===== config.mk =====
export PLATFORM = sky130hd
export DESIGN_NAME = latch_en_gen
export DESIGN_NICKNAME = d
export VERILOG_FILES = /design/src/rtl/latch_en_gen.sv
export SDC_FILE = /design/constraint.sdc
export NUM_CORES = 1
export LEC_CHECK = 0
export ABC_AREA = 1
export BUFFER_PORTS_ARGS = -buffer_cell sky130_fd_sc_hd__buf_2
export CORE_AREA = 2 2 52 54
export DETAILED_ROUTE_END_ITERATION = 12
export DIE_AREA = 0 0 54 56
export PLACE_DENSITY_LB_ADDON = 0.25
export SKIP_LAST_GASP = 1
export SLEW_MARGIN = 40
export SYNTH_ARGS = -nofsm -noshare
export SYNTH_HDL_FRONTEND = slang
export SYNTH_SLANG_ARGS = --single-unit

===== constraint.sdc =====
create_clock -name clk_in -period 1.8 [get_ports clk_in]
set_input_delay 0.09 -clock clk_in [delete_from_list [all_inputs] [get_ports clk_in]]
set_output_delay 0.09 -clock clk_in [all_outputs]
set_load 0.005 [all_outputs]

===== src/rtl/latch_en_gen.sv =====
// rtl/latch_en_gen.sv - registered setup/open/hold enable sequencer for a level-sensitive latch
module latch_en_gen #(
  parameter int WIDTH     = 8,
  parameter int SETUP_CYC = 2,
  parameter int OPEN_CYC  = 3,
  parameter int HOLD_CYC  = 2,
  parameter int CNT_W     = 4
) (
  input  logic             clk_in,
  input  logic             rst_n_in,
  input  logic             req_in,
  input  logic [WIDTH-1:0] data_in,
  output logic [WIDTH-1:0] d_out,
  output logic             en_out,
  output logic             busy_out,
  output logic             ack_out,
  output logic             drop_out
);

  typedef enum logic [2:0] {
    IDLE  = 3'd0,
    SETUP = 3'd1,
    OPEN  = 3'd2,
    HOLD  = 3'd3,
    DONE  = 3'd4
  } state_t;

  localparam logic [CNT_W-1:0] SETUP_LD = CNT_W'(SETUP_CYC - 1);
  localparam logic [CNT_W-1:0] OPEN_LD  = CNT_W'(OPEN_CYC - 1);
  localparam logic [CNT_W-1:0] HOLD_LD  = CNT_W'(HOLD_CYC - 1);

  state_t           state;
  logic [CNT_W-1:0] cnt;
  // A request ignored at one edge is reported one edge later.
  logic             drop_pend;

  always_ff @(posedge clk_in or negedge rst_n_in) begin
    if (!rst_n_in) begin
      state     <= IDLE;
      cnt       <= '0;
      d_out     <= '0;
      en_out    <= 1'b0;
      busy_out  <= 1'b0;
      ack_out   <= 1'b0;
      drop_out  <= 1'b0;
      drop_pend <= 1'b0;
    end else begin
      ack_out   <= 1'b0;
      drop_out  <= drop_pend;
      drop_pend <= 1'b0;
      case (state)
        IDLE, DONE: begin
          if (req_in) begin
            d_out    <= data_in;
            busy_out <= 1'b1;
            cnt      <= SETUP_LD;
            state    <= SETUP;
          end else begin
            busy_out <= 1'b0;
            state    <= IDLE;
          end
        end
        SETUP: begin
          drop_pend <= req_in;
          if (cnt == '0) begin
            cnt    <= OPEN_LD;
            en_out <= 1'b1;
            state  <= OPEN;
          end else begin
            cnt <= cnt - 1'b1;
          end
        end
        OPEN: begin
          drop_pend <= req_in;
          if (cnt == '0) begin
            cnt    <= HOLD_LD;
            en_out <= 1'b0;
            state  <= HOLD;
          end else begin
            cnt <= cnt - 1'b1;
          end
        end
        HOLD: begin
          drop_pend <= req_in;
          if (cnt == '0) begin
            ack_out <= 1'b1;
            state   <= DONE;
          end else begin
            cnt <= cnt - 1'b1;
          end
        end
        default: begin
          en_out <= 1'b0;
          state  <= IDLE;
        end
      endcase
    end
  end

endmodule


==> After elaboration in Yosys (flattened, before gate mapping) <==
Index checks and enable logic that the tools add are counted.
{ "totals": {"input_bits": 11, "wordCells": 46, "output_inout_bits": 12, "ff_bits": 20} }
{ "classes": {"n_mux": 17, "bitwise_logic": 1, "n_eq_ne": 9, "add_sub_neg": 1, "reduce_logical": 10} }
{ "op_table": {"columns": ["operator", "n"], "rows": [
  ["4-bit two-way mux", 4],
  ["4-bit one-hot mux with 4 select lines", 1],
  ["3-bit one-hot mux with 4 select lines", 1],
  ["2-bit inequality test (second input constant)", 5],
  ["3-bit two-way mux", 3],
  ["3-bit AND reduction", 3],
  ["1-bit two-way mux", 7],
  ["3-bit by 2-bit == test with 1-bit output (second input constant)", 2],
  ["3-bit OR reduction", 2],
  ["4-bit zero test", 1],
  ["4-bit nonzero test", 1],
  ["4-bit by 1-bit subtractor with 4-bit output (second input constant)", 1],
  ["3-bit by 1-bit == test with 1-bit output (second input constant)", 1],
  ["3-bit == test (second input constant)", 1],
  ["3-bit zero test", 1],
  ["1-bit one-hot mux with 3 select lines", 1],
  ["2-bit AND reduction", 1],
  ["2-bit OR reduction", 1],
  ["1-bit inverter", 1]
]} }

==> Logic depth before layout (Yosys ltp) <==
Gate-level depths: netlist of run 1.
{ "depth": {"ltp_word": 4, "mapped_depth": 9, "mapped_depth_nobuf": 9} }

==> Worst setup path before layout of run 1 <==
Ideal clock, no wire load.
{ "synth_timing": {"kind": "flip-flop to flip-flop", "start": "reg cnt[0]", "end": "reg cnt[0]", "synth_period_minus_slack_ns": 1.343, "setup_ns": 0.113, "stages_incl_launch_ff": 10, "arrival_time_ns": 1.230, "slack_ns": 0.457, "required_time_ns": 1.687, "cell_sequence": "dfrtp_1 inv_1 ha_1 inv_1 nor2_1 nand2_1 nand2_1 nand2_1 nand2_1 inv_1"} }
{ "synth_between": {"elab_chain_len": 3, "elab_cells_between_ends": 8, "classes_between": "add/sub (1); eq/ne (1); mux (4); reduce/logical (2)"} }
{ "synth_rtl": {"columns": ["element", "line_no", "rtl"], "rows": [
  ["start: declaration", "33", "logic [CNT_W-1:0] cnt;"],
  ["start signal: assignment", "70", "cnt <= cnt - 1'b1;"],
  ["start signal: assignment", "80", "cnt <= cnt - 1'b1;"],
  ["start signal: assignment", "89", "cnt <= cnt - 1'b1;"],
  ["4-bit by 1-bit subtractor with 4-bit output or 4-bit zero test (tied branches)", null, null],
  ["4-bit two-way mux (tied with other cells)", "85", "if (cnt == '0) begin"],
  ["4-bit one-hot mux with 4 select lines or 3-bit AND reduction (tied branches)", null, null]
]} }
Parallel ways exist; a longest one is shown, timed or not. The select of a mux whose other input is x is not followed.
A chain may end at the register's enable or synchronous reset.

==> Worst setup path after layout of run 1 <==
Same ends and word-level chain as after synthesis.

==> key figures, run 1 <==
Hold path
  • Hold Startpoint: data_in[3]
  • Worst Hold Class: input port to flop

STA
  • Final worst slack: roughly 0.29 ns
  • RSZ-0062 raised after global routing: false
  • Period utilisation layout: around 84%
  • Slew Viols, Final: 0
  • Clock skew: ~0.0017 ns
  • Worst-margin pin slew: ~0.43 ns
  • Max-slew headroom: approximately 70%
  • Worst hold slack: ~0.016 ns
  • Hold Fails Final Rpt: 0
  • Max Fclk: about 0.66 GHz
  • Sum Neg Setup Slack: 0 ns
  • Setup Viol. Count Final: 0
  • Crit path time final: 1.51 ns

Clock tree
  • CTS clock-pin slew for the worst setup and hold paths: 0.11 ns
  • CTS tree: yes
  • Clk sinks: 20
  • Worst skew pair latency: roughly 0.30 ns
  • Setup Fix Bufs, Post-CTS: 0
  • Root Buffer: clkbuf_4
  • Clock Path Buffers: 2
  • CTS Hold Bufs: 1
  • Post-CTS Resized: 0
  • Num CTS Buffers: 3
  • Number of H-tree levels: 1

Global route
  • First-pass GRT wire length: just under 3000 microns
  • Initial antenna violation count: 0
  • Vias in the first global route: around 720
  • GRT Total Usage: 13.3%
  • Largest net degree at the start of global routing: 21
  • Grt ovf: 0

Die
  • Starting Density: 39.4%
  • Core Rows: 18
  • Io pins: 23
  • Die X: 54 microns
  • Die extent in y: roughly 56 microns
  • Die footprint: about 0.0030 sq mm
  • Core footprint: about 0.0024 sq mm

Placement
  • Placed inst area: roughly 0.0011 sq mm
  • Post-place setup slack: 0.305 ns
  • PortBufs: 22
  • Detail Placement HPWL: ~1400 microns
  • GP Congestion: around 0.84

Logic synthesis
  • Post-Syn Area: about 960 sq um
  • Yosys Warn Count: 0
  • Post-Syn Instances: 100
  • Yosys cell types: 19
  • Number of enable flip-flop cells after synthesis: 0
  • Post-synth net total: 113
  • Average size of a mapped cell: about 9.6 sq um
  • Sequential area share after synthesis: roughly 52%
  • Synth area leaders: dfrtp_1, mux2_4, nand2_1
  • Area leader, netlist: dfrtp_1
  • Synth Flop Type: dfrtp_1
  • Synth async-reset ratio: between 90% and 100%
  • Share of the synthesized area in the top cell type: 52.2%
  • Synth Register Bits: 20

Finish
  • Antenna cells: 0
  • P&R area growth vs syn: 17.6%
  • Filler cells: 234
  • Share of cells above drive strength 1: between 20% and 30%
  • Final instance area: about 0.0011 sq mm
  • Register Area: ~500 sq um
  • Area of the multi-input gates: approximately 400 sq um
  • Layout Nets: 140

Detailed routing
  • Total via count in the routed design: roughly 740
  • DRC Markers: 0
  • Vias/cell: ~4.8
  • DRT iter0 DRCs: 21
  • First-pass iteration count of the detailed router: 4
  • DRT antenna net count: 0
  • WL final: between 1500 and 2000 microns
  • WL per Instance: about 11 microns

Worst setup path
  • WP data arrival: 1.72 ns
  • Critical path type: flop to flop
  • Crit path from: cnt[0]$_DFFE_PN0P_
  • Critical Path End Type: flop
  • Setup crit start kind: flop
  • Worst reg2reg startpoint: cnt[0]$_DFFE_PN0P_
  • WP data required: between 2 and 2.5 ns
  • Critical-path maximum fanout: 6

Power and ir drop
  • Peak VDD IR: 0.000743 V
  • LEAKAGE: 0.630 nW
  • PnR Total Power: around 0.0020 W
  • Pwr/cell area: ~1700 mW/mm^2

Run status
  • Status: completed

Flow run
  • Max-cap violation count: 0
[final cells by class]
type | count | share of cell area (%)
sequential | 20 | 44.4
multi-input combinational | 66 | 35.3
timing repair buffer | 23 | 10.7
inverter | 13 | 4.33
tap | 30 | 3.33
clock buffer | 3 | 2.00
[kinds of logic after synthesis]
logic type | count (synthesis) | synth area share (%)
flops | 20 | 52.2
compound gates | 7 | 4.83
simple gates | 48 | 20.6
buf+inv | 14 | 6.27
xor+xnor | 1 | 0.914
mux | 8 | 12.5
fa+ha+maj | 2 | 2.61
[worst max-delay path, cell delays in order, from the launching register on]
cell and delay (ns):
dfrtp_1 0.39, inv_1 0.12, ha_1 0.22, inv_1 0.05, nor2_1 0.29, nand2_1 0.11
nand2_1 0.09, nand2_1 0.05, nand2_1 0.06, inv_1 0.03
[state kept, by name (all words and copies together) (netlist names)]
signal,cells
drop_pend,1
drop_out,1
busy_out,1
state,3
ack_out,1
cnt,4
d_out,8
en_out,1
[path summary, 6_finish.rpt]
check,to,slack (ns),cells after the start
worst max register to register,cnt[0]$_DFFE_PN0P_,0.29,9
worst max-delay path,cnt[0]$_DFFE_PN0P_,0.29,9
max in group asynchronous,d_out[1]$_DFFE_PN0P_,1.26,2
min in group asynchronous,cnt[1]$_DFFE_PN0P_,0.25,2
worst min register to register,drop_out$_DFF_PN0_,0.36,0
worst min-delay path,d_out[3]$_DFFE_PN0P_,0.02,2
[cell usage in the layout, fill, tap and decap left out, drive strengths merged]
cell type / n
a21boi: 1
a31oi: 1
buf: 22
clkbuf: 3
dfrtp: 20
dlygate4sd3: 1
ha: 2
inv: 13
mux2: 8
nand2: 30
nand3: 7
nor2: 10
nor3: 1
o211ai: 1
o21ai: 3
o22ai: 1
xor2: 1
[Yosys cell counts, types with 2 or more instances]
master   count
nor2_1       9
nand2_2      2
nand3_1      7
inv_1       13
dfrtp_1     20
mux2_4       8
ha_1         2
nand2_1     28
[per-stage QoR]
step,instances,util (%)
floorplan,100,-
global placement,151,45.0
detailed placement,151,45.0
CTS,155,46.3
global route,155,46.3
finish,155,46.3
[routing by layer]
| metal | GRT usage [%] | vias up | share of wire [%] |
|---|---|---|---|
| met5 | 0 | - | 0 |
| met4 | 7.50 | 0 | 2.3 |
| met2 | 21.1 | 24 | 47 |
| met3 | 3.23 | 5 | 5.5 |
| li1 | - | 371 | - |
| met1 | 15.9 | 337 | 45 |
[power by group]
part	switching, W	internal (W)	total, W	leakage (nW)
Combinational	0.000517	0.000458	0.000975	0.371
Sequential	0.000119	0.000654	0.000773	0.244
Clock	0.000132	0.0000780	0.000210	0.0138
Power figures use the tool's default switching activity.
==> run 2, diff against run 1 <==
==> constraint.sdc (replaced) <==
create_clock -name clk_in -period 1.3 [get_ports clk_in]
set_input_delay 0.065 -clock clk_in [delete_from_list [all_inputs] [get_ports clk_in]]
set_output_delay 0.065 -clock clk_in [all_outputs]
set_load 0.005 [all_outputs]
==> run 2 against run 1 <==
Register-to-register slack worse by 0.20 ns; via count rose by 8.0%; sequential cell count stayed put; largest power group unchanged; first-iteration DRC count fell by 24%; sequential share of layout area is 4.7 points lower; clock-buffer cell count unchanged; die area stayed put; clock skew increased by 0.0018 ns; utilization is 5.6 points higher; sequential power increased by 40%; clock power up 35%; final cell count rose by 7.1%.
==> key figures, run 2 (same netlist as run 1, synthesis figures left out) <==
Run status
  • Status: completed

Die
  • Die footprint: slightly above 0.003 sq mm
  • Starting Density: about two fifths
  • Core Rows: 18
  • Die extent in y: roughly 56 microns
  • Io pins: 23
  • Die X: 54 microns
  • Core footprint: ~0.0024 sq mm

Clock tree
  • Root Buffer: clkbuf_4
  • Num CTS Buffers: 3
  • Worst skew pair latency: just under 0.3 ns
  • Number of H-tree levels: 1
  • CTS clock-pin slew for the worst setup and hold paths: 0.10 ns
  • Clk sinks: 20
  • Clock Path Buffers: 2
  • CTS tree: yes

Worst setup path
  • WP data required: between 1.5 and 2 ns
  • WP data arrival: 1.44 ns
  • Setup crit start kind: flop
  • Critical-path maximum fanout: 4
  • Critical Path End Type: flop
  • Critical path type: flop to flop

Detailed routing
  • WL met1: slightly below 900 microns
  • WL per Instance: roughly 12 microns
  • Total via count in the routed design: around 800
  • DRT antenna net count: 0
  • Metal2 WL: 1000 microns
  • Met3 wire len: around 140 microns
  • WL final: ~2000 microns
  • Top Layer Used: met4
  • DRC Markers: 0
  • DRT iter0 DRCs: 16
  • Vias/cell: roughly 4.8
  • First-pass iteration count of the detailed router: 4

Power and ir drop
  • Peak VDD IR: approximately 0.0013 V
  • LEAKAGE: 0.690 nW
  • Pwr/cell area: about 2400 mW/mm^2

Global route
  • Grt ovf: 0
  • Initial antenna violation count: 0
  • Vias in the first global route: between 700 and 800
  • Largest net degree at the start of global routing: 21
  • GRT Total Usage: roughly 14%
  • First-pass GRT wire length: ~3200 microns

STA
  • Final worst slack: approximately 0.084 ns
  • Slew Viols, Final: 0
  • Period utilisation layout: about 94%
  • Max Fclk: just over 0.8 GHz
  • Crit path time final: 1.22 ns
  • Max-slew headroom: 71.4%
  • Setup Viol. Count Final: 0
  • Hold Fails Final Rpt: 0
  • Clock skew: 0.00355 ns
  • RSZ-0062 raised after global routing: true
  • Worst-margin pin slew: roughly 0.43 ns
  • Sum Neg Setup Slack: 0 ns

Finish
  • P&R area growth vs syn: 31.7%
  • Top reg by flops: d_out
  • Share of cells above drive strength 1: roughly two fifths
  • Antenna cells: 0
  • Commonest non-fill, non-tap cells in the layout: nand2_1, buf_2, dfrtp_1, inv_1, mux2_4
  • Layout Nets: about 150
  • Biggest regs: d_out x8, cnt x4, state x3
  • Commonest non-fill, non-tap cell in the layout: nand2_1
  • Max FFs per register: 8

Flow run
  • Max-cap violation count: 0

Hold path
  • Worst Hold Class: input port to flop

Placement
  • PortBufs: 22
  • Post-place setup slack: -0.0243 ns
  • Detail Placement HPWL: roughly 1500 microns
  • GP Congestion: approximately 0.84
[run 2: cell count changes in the layout (fill, tap and decap cells not counted), sizes merged]
cell	delta
buf	+8
dlygate4sd3	+3
[run 2: final cells by class]
type	instances	area, sq um
Fill cell	231	1170
Inverter	13	48.8
Timing Repair Buffer	34	214
Multi-Input combinational cell	66	438
Sequential cell	20	502
Clock buffer	3	22.5
Tap cell	30	37.5
[run 2: repair_timing]
| item | 4_1_cts | 5_1_grt |
|---|---|---|
| setup endpoints to repair | 10 | 7 |
| hold buffers | 4 | 0 |
| pin swaps | 1 | 3 |
| gates resized for setup | 3 | 10 |
| endpoints found under the hold margin | 23 | 0 |
| setup buffers | 0 | 0 |
[run 2: critical path, cell delays in order (launching register included)]
cell and delay (ns):
dfrtp_1 0.40, inv_2 0.08, ha_4 0.15, inv_2 0.04, nor2_4 0.13, buf_6 0.12, a21boi_0 0.07, o21ai_1 0.15
[run 2: power by group]
| group | internal (W) | switching, W | leakage [nW] | total [W] |
|---|---|---|---|---|
| Clock | 0.000108 | 0.000177 | 0.0138 | 0.000284 |
| Combinational | 0.000825 | 0.000836 | 0.433 | 0.00166 |
| Sequential | 0.000909 | 0.000175 | 0.244 | 0.00108 |
[run 2: per-layer routing]
metal	track usage [%]	vias to the layer above
met1	17.0	367
li1	-	392
met4	5.36	0
met2	23.9	35
met3	2.96	2
met5	0	-
[run 2: worst paths after layout]
kind,startpoint,endpoint,slack (ns),cells after the start
setup reg to reg,cnt[1]$_DFFE_PN0P_,cnt[1]$_DFFE_PN0P_,0.08,7
setup / recovery,cnt[1]$_DFFE_PN0P_,cnt[1]$_DFFE_PN0P_,0.08,7
min in group asynchronous,rst_n_in,d_out[5]$_DFFE_PN0P_,0.23,2
hold / removal,data_in[1],d_out[1]$_DFFE_PN0P_,0.0003,2
max in group asynchronous,rst_n_in,state[0]$_DFFE_PN0P_,0.75,2
hold reg to reg,drop_pend$_DFF_PN0_,drop_out$_DFF_PN0_,0.36,0
[run 2: through the flow]
stage	hold slack, ns	cell area, sq um	util, %	std cells	total power (W)
after detailed placement	0.0318	1160	47.6	159	0.00263
after global placement	0.0267	1160	47.6	159	0.00259
final	0.000336	1260	51.9	166	0.00303
after CTS	0.00714	1230	50.6	166	0.00294
after global routing	0.000228	1260	51.9	166	0.00331
after floorplan	-0.231	961	-	100	0.00207
